$ cat config.mk
export PLATFORM = sky130hd
export DESIGN_NAME = env_note_gen
export DESIGN_NICKNAME = d
export VERILOG_FILES = /design/src/rtl/env_note_gen.sv
export SDC_FILE = /design/constraint.sdc
export NUM_CORES = 1
export LEC_CHECK = 0
export ABC_AREA = 1
export BUFFER_PORTS_ARGS = -buffer_cell sky130_fd_sc_hd__buf_2
export CORE_ASPECT_RATIO = 0.9
export CORE_MARGIN = 2
export CORE_UTILIZATION = 49
export CTS_CLUSTER_DIAMETER = 50
export CTS_CLUSTER_SIZE = 14
export DETAILED_ROUTE_END_ITERATION = 6
export HOLD_SLACK_MARGIN = 0.12
export PLACE_DENSITY_LB_ADDON = 0.3
export SYNTH_ARGS = -nofsm -noshare
export SYNTH_HDL_FRONTEND = slang
export SYNTH_SLANG_ARGS = --single-unit
$ cat constraint.sdc
create_clock -name clk -period 12.9 [get_ports clk]
set_input_delay 1.935 -clock clk [delete_from_list [all_inputs] [get_ports clk]]
set_output_delay 1.935 -clock clk [all_outputs]
set_load 0.02 [all_outputs]
$ cat src/rtl/env_note_gen.sv
// env_note_gen
//   Dual-channel square-wave tone generator with an attack/release envelope
//   and a 5-level volume. Ramping the amplitude, rather than switching it,
//   avoids clicks at note boundaries.
//
//   state   | meaning
//   --------+----------------------------------------------------------
//   IDLE    | no tone; env = 0
//   ATTACK  | env rises by ATTACK_STEP per tick, saturating at 255
//   SUSTAIN | env held at 255 while the gate stays high
//   RELEASE | env falls by RELEASE_STEP per tick, saturating at 0
//
// Ports
//   clk            in   system clock
//   rst_n          in   asynchronous active-low reset
//   note_div_left  in   left half-period in clk cycles (<= 1 means silence)
//   note_div_right in   right half-period in clk cycles (<= 1 means silence)
//   volume         in   0 = mute, 1..5 = levels, 6..7 behave as 5
//   audio_left     out  signed left sample
//   audio_right    out  signed right sample
//   env_state      out  envelope state (0 IDLE, 1 ATTACK, 2 SUSTAIN, 3 RELEASE)
module env_note_gen #(
  parameter int TICK_DIV     = 50000,
  parameter int ATTACK_STEP  = 16,
  parameter int RELEASE_STEP = 8
) (
  input  logic               clk,
  input  logic               rst_n,
  input  logic [21:0]        note_div_left,
  input  logic [21:0]        note_div_right,
  input  logic [2:0]         volume,
  output logic signed [15:0] audio_left,
  output logic signed [15:0] audio_right,
  output logic [1:0]         env_state
);

  localparam int TW = $clog2(TICK_DIV + 1);

  typedef enum logic [1:0] {
    S_IDLE    = 2'd0,
    S_ATTACK  = 2'd1,
    S_SUSTAIN = 2'd2,
    S_RELEASE = 2'd3
  } state_t;

  state_t      state_q;
  logic [7:0]  env_q;
  logic [TW-1:0] tick_cnt_q;
  logic        tick;

  logic [21:0] div_in [2];
  logic [21:0] lat_q  [2];
  logic [21:0] cnt_q  [2];
  logic        phase_q[2];

  logic        gate;
  logic        retrig;
  logic [8:0]  env_up;
  logic [7:0]  env_inc;
  logic [7:0]  env_dec;
  logic [15:0] peak;
  logic [23:0] prod;
  logic [15:0] mag;
  logic [15:0] audio_d[2];

  assign div_in[0] = note_div_left;
  assign div_in[1] = note_div_right;

  assign gate = (note_div_left > 22'd1) | (note_div_right > 22'd1);
  // A new left note is seen as a valid divider differing from the latched one,
  // so dropping to silence on the left does not count as a retrigger.
  assign retrig = (note_div_left > 22'd1) && (note_div_left != lat_q[0]);

  assign tick = (tick_cnt_q == TW'(TICK_DIV - 1));

  always_ff @(posedge clk or negedge rst_n) begin
    if (!rst_n) tick_cnt_q <= '0;
    else        tick_cnt_q <= tick ? '0 : tick_cnt_q + 1'b1;
  end

  assign env_up  = {1'b0, env_q} + 9'(ATTACK_STEP);
  assign env_inc = env_up[8] ? 8'hFF : env_up[7:0];
  assign env_dec = (env_q < 8'(RELEASE_STEP)) ? 8'h00 : env_q - 8'(RELEASE_STEP);

  always_ff @(posedge clk or negedge rst_n) begin
    if (!rst_n) begin
      state_q <= S_IDLE;
      env_q   <= 8'h00;
    end else begin
      case (state_q)
        S_IDLE: begin
          if (gate) state_q <= S_ATTACK;
        end
        S_ATTACK: begin
          if (tick) env_q <= env_inc;
          if (!gate)                          state_q <= S_RELEASE;
          else if (env_q == 8'hFF && !retrig) state_q <= S_SUSTAIN;
        end
        S_SUSTAIN: begin
          env_q <= 8'hFF;
          if (!gate)       state_q <= S_RELEASE;
          else if (retrig) state_q <= S_ATTACK;
        end
        S_RELEASE: begin
          if (tick) env_q <= env_dec;
          // Re-attack continues from the current env level.
          if (gate)                state_q <= S_ATTACK;
          else if (env_q == 8'h00) state_q <= S_IDLE;
        end
        default: state_q <= S_IDLE;
      endcase
    end
  end

  assign env_state = state_q;

  // Oscillators: a new divider restarts the count without toggling the phase;
  // a silent input keeps the last divider so the tone rings through RELEASE.
  always_ff @(posedge clk or negedge rst_n) begin
    if (!rst_n) begin
      for (int c = 0; c < 2; c++) begin
        lat_q[c]   <= '0;
        cnt_q[c]   <= '0;
        phase_q[c] <= 1'b0;
      end
    end else begin
      for (int c = 0; c < 2; c++) begin
        if (div_in[c] > 22'd1 && div_in[c] != lat_q[c]) begin
          lat_q[c] <= div_in[c];
          cnt_q[c] <= '0;
        end else if (lat_q[c] > 22'd1) begin
          if (cnt_q[c] == lat_q[c] - 22'd1) begin
            cnt_q[c]   <= '0;
            phase_q[c] <= ~phase_q[c];
          end else begin
            cnt_q[c] <= cnt_q[c] + 22'd1;
          end
        end
      end
    end
  end

  always_comb begin
    peak = 16'h0000;
    case (volume)
      3'd0:    peak = 16'h0000;
      3'd1:    peak = 16'h0800;
      3'd2:    peak = 16'h1000;
      3'd3:    peak = 16'h2000;
      3'd4:    peak = 16'h3000;
      default: peak = 16'h3FFF;
    endcase
  end

  assign prod = peak * env_q;
  assign mag  = 16'(prod >> 8);

  always_comb begin
    for (int c = 0; c < 2; c++) begin
      audio_d[c] = 16'h0000;
      if (lat_q[c] > 22'd1 && env_q != 8'h00)
        audio_d[c] = phase_q[c] ? mag : -mag;
    end
  end

  always_ff @(posedge clk or negedge rst_n) begin
    if (!rst_n) begin
      audio_left  <= '0;
      audio_right <= '0;
    end else begin
      audio_left  <= audio_d[0];
      audio_right <= audio_d[1];
    end
  end

endmodule

==> results.sh, run 1 <==
export IMPL_ys_ff_latch=146
export IMPL_timing_hold_ws_ns=0.4793
export IMPL_met2_length_mm=14.42
export IMPL_grt_pass1_wl_mm=54.28
export IMPL_critPathKind="in -> reg"
export IMPL_core_mm2=0.02519
export IMPL_grt_usage=0.2480
export IMPL_dr_pass1_iters=6
export IMPL_cp_max_fo=6
export IMPL_synthArstFlopShare=1.000
export IMPL_cts_resized_gates=0
export IMPL_first_global_vias=10940
export IMPL_port_buffers=82
export IMPL_h_tree_depth=4
export IMPL_die_x_um=172.7
export IMPL_viasPerCell=5.209
export IMPL_cts_tree="done"
export IMPL_holdCritStartpoint="tick_cnt_q[0]"
export IMPL_holdPathEnd="tick_cnt_q[0]"
export IMPL_hpwlAfterDp_mm=25.20
export IMPL_final_util=0.5505
export IMPL_crit_required_ns=13.22
export IMPL_areaGrowthSynthToFinish_pct=10.53
export IMPL_syn_nets=1900
export IMPL_fillers=2438
export IMPL_slew_headroom=0.2945
export IMPL_cts_buffers=17
export IMPL_ff2ff_setup_slack_ns=7.10
export IMPL_post_route_cell_area_mm2=0.01387
export IMPL_die_area_mm2=0.02690
export IMPL_antenna_found_initial=0
export IMPL_final_common_cell="nand2_1"
export IMPL_vias=11410
export IMPL_final_cell_mix="435 x nand2_1, 282 x inv_1, 167 x nor2_1, 146 x dfrtp_1, 109 x o21ai_0"
export IMPL_rsz0062_at_grt="false"
export IMPL_holdPathStages=1
export IMPL_cts_root_buffer="clkbuf_16"
export IMPL_dieHeight_um=155.8
export IMPL_top_layer="met4"
export IMPL_drtAntennaViolNets=0
export IMPL_yosysWarnings=0
export IMPL_n_antenna_cell=0
export IMPL_layout_drive_gt1_share=0.1201
export IMPL_hold_viol=0
export IMPL_synth_edf_count=0
export IMPL_hp_class="reg -> reg"
export IMPL_syn_area_per_cell_um2=7.124
export IMPL_seq_area_frac_synth=0.2912
export IMPL_synth_cell_types=57
export IMPL_post_cts_buffers=0
export IMPL_min_period_ns=6.998
export IMPL_startpoint_type="input pin"
export IMPL_grt_max_degree=81
export IMPL_rr_worst_depth=26
export IMPL_synth_area_mm2=0.01254
export IMPL_drv_slew=0
export IMPL_fin_skew_ns=0.01081
export IMPL_worst_path_buf_inv=7
export IMPL_drt_total_wl_mm=32.34
export IMPL_gp_congestion=0.9245
export IMPL_drv_cap=0
export IMPL_cp_top_family="adder cells"
export IMPL_clock_sinks=146
export IMPL_cts_buffer_depth=2
export IMPL_drt_iter0_markers=873
export IMPL_cp_end_kind="flip-flop"
export IMPL_nNetsFinal=1974
export IMPL_cpPeakStageDelay_ns=0.62
export IMPL_clock_fmax_mhz=142.9
export IMPL_crit_arrival_ns=7.32
export IMPL_drcViolationCount=0
export IMPL_r2r_end="audio_right[8]"
export IMPL_critPathSlowestCell="fa_1"
export IMPL_crit_reg2reg_launch="env_q[6]"
export IMPL_placed_area_mm2=0.01325
export IMPL_yosys_most_used_dff="dfrtp_1"
export IMPL_fin_tns_setup_ns=0
export IMPL_outcome="completed"
export IMPL_start_util=0.4981
export IMPL_postCtsHoldBufs=0
export IMPL_wl_per_cell_um=14.77
export IMPL_wl_met3_mm=2.010
export IMPL_grt_ovfl_total=0
export IMPL_clk_latency_ns=0.43
export IMPL_worst_pin_slew_ns=1.052
export IMPL_period_share=0.5424
export IMPL_rows=55
export IMPL_synthCells=1761
export IMPL_m1WireLength_mm=15.48
export IMPL_clkTransAtPathRegs_ns=0.06
export IMPL_setup_violations=0
export IMPL_ios=83
==> per-stage QoR <==
stage | worst slack, ns | cells
2_1_floorplan | 6.167 | 1761
3_3_place_gp | 5.728 | 2158
3_5_place_dp | 5.495 | 2158
4_1_cts | 5.938 | 2190
5_1_grt | 5.483 | 2190
6_report | 5.902 | 2190
==> final cells by class <==
| cell class | instances | area [µm²] | share of cell area |
|---|---|---|---|
| clock inverter | 9 | 155.1 | 0.01119 |
| clock buffer | 23 | 457.9 | 0.03303 |
| timing repair buffer | 87 | 454.2 | 0.03276 |
| sequential | 146 | 3654 | 0.2635 |
| multi-input combinational | 1290 | 7615 | 0.5492 |
| tap | 342 | 427.9 | 0.03086 |
| inverter | 293 | 1102 | 0.07950 |
==> cells by family after synthesis <==
logic type               synth area share
AND/OR/NAND/NOR                    0.3129
buffers and inverters              0.1017
AO/OA/AOI/OAI                     0.09705
flip-flops                         0.2912
XOR/XNOR                          0.08757
adder cells (fa/ha/maj)            0.1095
==> per-layer routing <==
metal / vias up / GRT usage
met3: 39 / 0.04118
met2: 317 / 0.3926
met1: 5346 / 0.3563
met5: - / 0
li1: 5705 / -
met4: 0 / 0.05851
==> state kept, by name (all words and copies together) (netlist names) <==
| register | cells |
|---|---|
| tick_cnt_q | 16 |
| env_q | 6 |
| cnt_q | 44 |
| audio_right | 16 |
| phase_q | 2 |
| lat_q | 44 |
| env_state | 2 |
| audio_left | 16 |
==> synthesized netlist by cell type (all sizes together), types with 2 or more instances <==
| master | count | share of area |
|---|---|---|
| o211ai | 6 | 0.0036 |
| nor3 | 40 | 0.018 |
| dfrtp | 146 | 0.29 |
| o21a | 4 | 0.0024 |
| a21boi | 2 | 0.0015 |
| clkbuf | 19 | 0.0057 |
| nor3b | 3 | 0.0022 |
| nor4 | 8 | 0.0040 |
| nand3b | 9 | 0.0064 |
| nand2 | 453 | 0.14 |
| xnor2 | 30 | 0.022 |
| buf | 13 | 0.0082 |
| nand4 | 47 | 0.024 |
| nor2 | 195 | 0.069 |
| xor2 | 92 | 0.064 |
| clkinv | 2 | 0.00060 |
| nand3 | 93 | 0.040 |
| a21o | 4 | 0.0024 |
| inv | 291 | 0.087 |
| ha | 57 | 0.057 |
| fa | 33 | 0.053 |
| o21bai | 4 | 0.0024 |
| a21oi | 53 | 0.021 |
| or2 | 14 | 0.0070 |
| o22ai | 2 | 0.0010 |
| o21ai | 131 | 0.059 |
==> worst reg2reg max path, delay by kind of cell (launching register included) <==
kind | cells | cell delay [ns]
adders and majority gates | 5 | 2.35
and+or+nand+nor | 14 | 1.90
xor gates and xnor gates | 2 | 0.54
DFF | 1 | 0.48
buffers and inverters | 5 | 0.42
==> worst max path at each step <==
stage	depth (start not counted)	startpoint	slack, ns	end
2_1_floorplan	25	volume[2]	6.17	audio_right[8]
3_3_place_gp	26	volume[2]	5.73	audio_left[8]
3_5_place_dp	26	volume[2]	5.49	audio_right[8]
4_1_cts	26	volume[2]	5.94	audio_right[8]
5_1_grt	26	volume[2]	5.48	audio_left[8]
6_report	26	volume[2]	5.90	audio_right[8]
Power of run 1 is not shown: default switching activity piles up to over one toggle a cycle in this logic, so the estimate is an artifact.
==> inputs of run 2 (changes only) <==
ABC_AREA = 0   (was 1)
clock period = 6.85 ns   (was 12.9 ns; I/O delays follow)
==> results.sh, run 2 <==
export IMPL_crit_reg2reg_launch="env_q[6]"
export IMPL_period_share=0.9224
export IMPL_r2r_end="audio_left[15]"
export IMPL_port_buffers=82
export IMPL_syn_area_per_cell_um2=8.888
export IMPL_placed_area_mm2=0.01228
export IMPL_yosysMostFrequentCell="dfrtp_1"
export IMPL_n_antenna_cell=0
export IMPL_core_mm2=0.02328
export IMPL_final_common_cell="dfrtp_1"
export IMPL_rr_worst_depth=19
export IMPL_vias=9629
export IMPL_h_tree_depth=4
export IMPL_cp_end_kind="flip-flop"
export IMPL_critPathKind="in -> reg"
export IMPL_synth_cell_types=69
export IMPL_seq_area_frac_synth=0.3159
export IMPL_holdCritStartpoint="tick_cnt_q[0]"
export IMPL_holdPathEnd="tick_cnt_q[0]"
export IMPL_post_route_cell_area_mm2=0.01293
export IMPL_rows=53
export IMPL_synthCells=1301
export IMPL_viasPerCell=5.742
export IMPL_synth_edf_count=0
export IMPL_drt_iter0_markers=668
export IMPL_drcViolationCount=0
export IMPL_clock_fmax_mhz=158.3
export IMPL_peakVddDrop_mv=0.1651
export IMPL_grt_max_degree=77
export IMPL_layout_drive_gt1_share=0.1425
export IMPL_dr_pass1_iters=5
export IMPL_first_global_vias=9072
export IMPL_largestRegisters="cnt_q (44), lat_q (44)"
export IMPL_clkTransAtPathRegs_ns=0.07
export IMPL_p_per_area_mw_per_mm2=158.1
export IMPL_nNetsFinal=1501
export IMPL_setup_violations=0
export IMPL_dieHeight_um=149.7
export IMPL_cts_buffer_depth=2
export IMPL_syn_nets=1440
export IMPL_drv_slew=0
export IMPL_hp_class="reg -> reg"
export IMPL_yosysTopAreaCellShare=0.3159
export IMPL_worst_pin_slew_ns=1.069
export IMPL_hpwlAfterDp_mm=20.96
export IMPL_ff2ff_setup_slack_ns=0.84
export IMPL_slew_headroom=0.2810
export IMPL_cts_buffers=17
export IMPL_post_cts_buffers=0
export IMPL_hold_viol=0
export IMPL_die_x_um=165.9
export IMPL_cts_root_buffer="clkbuf_16"
export IMPL_yosysWarnings=0
export IMPL_synth_top_cell_by_area="dfrtp_1"
export IMPL_wl_per_cell_um=16.55
export IMPL_ios=83
export IMPL_crit_required_ns=7.14
export IMPL_min_period_ns=6.318
export IMPL_cp_max_fo=8
export IMPL_die_area_mm2=0.02485
export IMPL_grt_usage=0.2247
export IMPL_clk_latency_ns=0.43
export IMPL_antenna_found_initial=0
export IMPL_crit_arrival_ns=6.61
export IMPL_postCtsHoldBufs=0
export IMPL_yosys_top_cells_count="146 x dfrtp_1, 109 x nor2_1, 102 x xnor2_1"
export IMPL_yosys_most_used_dff="dfrtp_1"
export IMPL_drv_cap=0
export IMPL_ys_ff_latch=146
export IMPL_cts_resized_gates=0
export IMPL_outcome="completed"
export IMPL_grt_ovfl_total=0
export IMPL_synthArstFlopShare=1.000
export IMPL_drtAntennaViolNets=0
export IMPL_synth_area_top_cells="dfrtp_1 32%, xnor2_1 7.7%, ha_1 6.2%"
export IMPL_clock_sinks=146
export IMPL_grt_pass1_wl_mm=45.78
export IMPL_drt_total_wl_mm=27.75
export IMPL_p_leak_nw=6.011
export IMPL_startpoint_type="input pin"
export IMPL_fillers=2127
export IMPL_p_total_mw=2.044
export IMPL_final_util=0.5553
export IMPL_final_cell_mix="146 x dfrtp_1, 109 x nor2_1, 102 x xnor2_1, 100 x nand2_1, 81 x buf_2"
export IMPL_rsz0062_at_grt="false"
export IMPL_gp_congestion=0.8864
export IMPL_holdPathStages=1
export IMPL_synth_area_mm2=0.01156
export IMPL_cts_tree="done"
export IMPL_fin_skew_ns=0.01286
export IMPL_start_util=0.4968
export IMPL_areaGrowthSynthToFinish_pct=11.78
-- run 2: cell types whose count changed in the layout (fill, tap and decap cells not counted), moves of 23 or more --
cell / before / now
nand2_1: 435 / 100
xnor2_1: 29 / 102
mux2_2: 0 / 39
nor2_1: 167 / 109
nand3_1: 87 / 34
o21ai_0: 109 / 68
inv_1: 282 / 78
and3_1: 1 / 34
xor2_1: 92 / 61
nor3b_1: 2 / 25
-- run 2: cell families (layout without fill, tap and decap cells) --
logic type | Yosys count | count (layout) | share of synthesized area
compound gates | 241 | 241 | 0.1374
xor+xnor | 163 | 163 | 0.1235
fa+ha+maj | 91 | 91 | 0.1197
buf+inv | 143 | 217 | 0.04945
flops | 146 | 146 | 0.3159
mux | 43 | 43 | 0.04144
simple gates | 474 | 474 | 0.2126
-- run 2: worst max-delay path by stage --
stage / to / from / depth (start not counted) / slack [ns]
6_report: audio_left[14] / volume[2] / 20 / 0.53
3_3_place_gp: audio_left[14] / volume[1] / 23 / 0.06
4_1_cts: audio_left[14] / volume[1] / 23 / 0.34
2_1_floorplan: audio_left[15] / volume[2] / 22 / 0.02
3_5_place_dp: audio_right[14] / volume[1] / 23 / -0.12
5_1_grt: audio_right[14] / volume[1] / 20 / 0.03
-- run 2: area by class of cell --
cell class | count | area [µm²] | share of cell area
clock buffers | 17 | 425.4 | 0.03291
flip-flops and latches | 146 | 3654 | 0.2826
repair buffers | 106 | 596.8 | 0.04617
clock inverters | 15 | 210.2 | 0.01626
inverters | 79 | 296.5 | 0.02294
multi-input cells | 1012 | 7366 | 0.5698
well taps | 302 | 377.9 | 0.02923
-- run 2: worst max-delay path, stage by stage --
cell and delay [ns]:
buf_2 0.15, o21a_1 0.21, and2_1 0.16, inv_1 0.05, fa_1 0.56, inv_1 0.14, fa_1 0.51, fa_1 0.56
inv_1 0.05, fa_1 0.49, inv_1 0.04, ha_1 0.38, a21oi_1 0.21, o21ai_1 0.17, o311ai_1 0.72, nand4_1 0.31
nor4b_4 0.43, a41oi_1 0.20, xor2_1 0.17, nor2_1 0.05
-- run 2: where the power goes --
part | switching (mW) | leakage [nW] | internal, mW
clock | 0.444 | 0.306 | 0.562
combinational | 0.0739 | 3.79 | 0.0608
sequential | 0.0284 | 1.92 | 0.875
total | 0.547 | 6.01 | 1.50
-- run 2: per-layer routing --
metal  vias up  global-route usage  wire [µm]
met3        20             0.02989        985
met1      4711              0.3271      13730
li1       4701                   -          -
met2       197              0.3533      12670
met4         0             0.06217        365
met5         -                   0          0
-- run 2: through the flow --
stage               hold slack (ns)  setup slack [ns]  cells  setup TNS [ns]
detailed placement           0.4864           -0.1216   1645         -0.3209
floorplan                    0.4547           0.02478   1301               0
CTS                          0.4957            0.3404   1677               0
finish                       0.4945            0.5319   1677               0
global route                 0.5205           0.02996   1677               0
global placement             0.4766           0.06347   1645               0
Power figures use the tool's default switching activity.
==> inputs of run 3 (changes only) <==
REMOVE_ABC_BUFFERS = 1   (was not set)
==> results.sh, run 3 (synthesis results as in run 2) <==
export IMPL_outcome="completed"
export IMPL_fin_skew_ns=0.009955
export IMPL_grt_busiest_layer="met2"
export IMPL_holdPathStages=1
export IMPL_cpMostUsedCell="fa_1"
export IMPL_period_share=0.9280
export IMPL_cp_cell_sequence="buf_2, o21a_1, nand2_1, fa_1, inv_1, fa_1, fa_1, fa_1, ha_1, a21oi_1, o21ai_0, or4_1, a31o_2, nor4b_1, buf_4, a41oi_1, xor2_1, nor2_1"
export IMPL_h_tree_depth=4
export IMPL_antenna_found_initial=1
export IMPL_hpwlAfterDp_mm=20.73
export IMPL_min_period_ns=6.357
export IMPL_vias=9616
export IMPL_slew_headroom=0.2965
export IMPL_die_x_um=165.9
export IMPL_drv_slew=0
export IMPL_clock_sinks=146
export IMPL_p_total_mw=1.945
export IMPL_drt_total_wl_mm=27.18
export IMPL_grt_ovfl_total=0
export IMPL_die_area_mm2=0.02485
export IMPL_hp_class="reg -> reg"
export IMPL_startpoint_type="input pin"
export IMPL_ios=83
export IMPL_core_mm2=0.02328
export IMPL_rr_worst_depth=20
export IMPL_rows=53
export IMPL_wl_per_cell_um=16.22
export IMPL_cpPeakStageDelay_ns=0.64
export IMPL_peakVddDrop_mv=0.1552
export IMPL_layout_drive_gt1_share=0.1391
export IMPL_p_per_area_mw_per_mm2=151.6
export IMPL_dieHeight_um=149.7
export IMPL_grt_met3_usage=0.03967
export IMPL_cp_max_fo=8
export IMPL_cp_top_family="adder cells"
export IMPL_cts_buffers=17
export IMPL_final_common_cell="dfrtp_1"
export IMPL_gp_congestion=0.8937
export IMPL_grt_use_met1=0.3123
export IMPL_met2_usage=0.3485
export IMPL_drt_iter0_markers=522
export IMPL_fin_tns_setup_ns=0
export IMPL_ff2ff_setup_slack_ns=0.83
export IMPL_crit_reg2reg_launch="env_q[6]"
export IMPL_drcViolationCount=0
export IMPL_r2r_end="audio_left[14]"
export IMPL_final_cell_mix="146 x dfrtp_1, 109 x nor2_1, 102 x xnor2_1, 100 x nand2_1, 81 x buf_2"
export IMPL_holdCritStartpoint="tick_cnt_q[0]"
export IMPL_dr_pass1_iters=5
export IMPL_rsz0062_at_grt="false"
export IMPL_start_util=0.4968
export IMPL_crit_required_ns=7.13
export IMPL_clkTransAtPathRegs_ns=0.06
export IMPL_critPathSlowestCell="fa_1"
export IMPL_cts_tree="done"
export IMPL_first_global_vias=9076
export IMPL_post_cts_buffers=0
export IMPL_crit_arrival_ns=6.64
export IMPL_cts_root_buffer="clkbuf_16"
export IMPL_grt_usage=0.2210
export IMPL_path_depth=18
export IMPL_worst_path_buf_inv=3
export IMPL_cp_end_kind="flip-flop"
export IMPL_areaGrowthSynthToFinish_pct=10.92
export IMPL_cts_resized_gates=0
export IMPL_cts_buffer_depth=2
export IMPL_holdPathEnd="tick_cnt_q[0]"
export IMPL_n_antenna_cell=0
export IMPL_postCtsHoldBufs=0
export IMPL_grt_pass1_wl_mm=45.09
export IMPL_hold_viol=0
export IMPL_clk_latency_ns=0.43
export IMPL_port_buffers=82
export IMPL_drv_cap=0
export IMPL_nNetsFinal=1499
export IMPL_clock_fmax_mhz=157.3
export IMPL_viasPerCell=5.741
export IMPL_critPathKind="in -> reg"
export IMPL_drtAntennaViolNets=0
export IMPL_p_leak_nw=5.939
export IMPL_worst_pin_slew_ns=1.055
export IMPL_setup_violations=0
export IMPL_setup_slack_ns=0.4935
export IMPL_largestRegisters="cnt_q (44), lat_q (44)"
export IMPL_grt_max_degree=91
export IMPL_dpl_worst_slack_ns=0.07476
[run 3: cell count changes in the layout (fill, tap and decap cells not counted), sizes merged]
cell	before	now
clkinv	6	4
inv	85	82
bufinv	2	1
clkinvlp	1	5
buf	106	104
clkbuf	17	19
[run 3: layout make-up]
cell class                      instances  area (µm²)
Multi-Input combinational cell       1012        7346
Timing Repair Buffer                  104       581.8
Clock inverter                         13       127.6
Fill cell                            2108       10450
Sequential cell                       146        3654
Tap cell                              302       377.9
Inverter                               79       296.5
Clock buffer                           19       442.9
[run 3: how the worst max path moves through the flow]
stage,startpoint,end,slack [ns]
final,volume[2],audio_left[14],0.49
after global routing,volume[1],audio_left[14],0.08
after CTS,volume[2],audio_left[14],0.51
after detailed placement,volume[2],audio_left[14],0.07
after global placement,volume[1],audio_left[14],0.22
after floorplan,volume[1],audio_right[14],0.23
[run 3: power breakdown]
group	total [mW]	switching, mW	internal, mW
combinational	0.135	0.0738	0.0609
sequential	0.903	0.0281	0.875
clock	0.907	0.392	0.515
[run 3: routing by layer]
layer / share of wire / up-vias
met4: 0.016 / 0
met1: 0.48 / 4673
met3: 0.049 / 30
met2: 0.46 / 212
li1: - / 4701
met5: 0 / -
[run 3: metrics by stage]
stage	instance area, µm²	std cells	hold slack, ns	utilization
3_5_place_dp	12260	1643	0.4766	0.5265
3_3_place_gp	12260	1643	0.4745	0.5265
6_report	12830	1675	0.4830	0.5510
4_1_cts	12830	1675	0.4855	0.5510
2_1_floorplan	11290	1237	0.4547	-
5_1_grt	12830	1675	0.5182	0.5510
[run 3: worst reg2reg max path: stages, from the launching register on]
cell      delay (ns)
dfrtp_1         0.65
xor2_1          0.29
xnor2_1         0.15
and2_1          0.29
inv_1           0.15
fa_1            0.59
fa_1            0.45
fa_1            0.51
inv_1           0.04
ha_1            0.36
a21oi_1         0.37
o221ai_1        0.29
a21oi_1         0.37
o21bai_1        0.16
xnor2_1         0.18
buf_4           0.17
nor4b_1         0.28
buf_4           0.21
a41oi_1         0.14
xor2_1          0.18
nor2_1          0.05
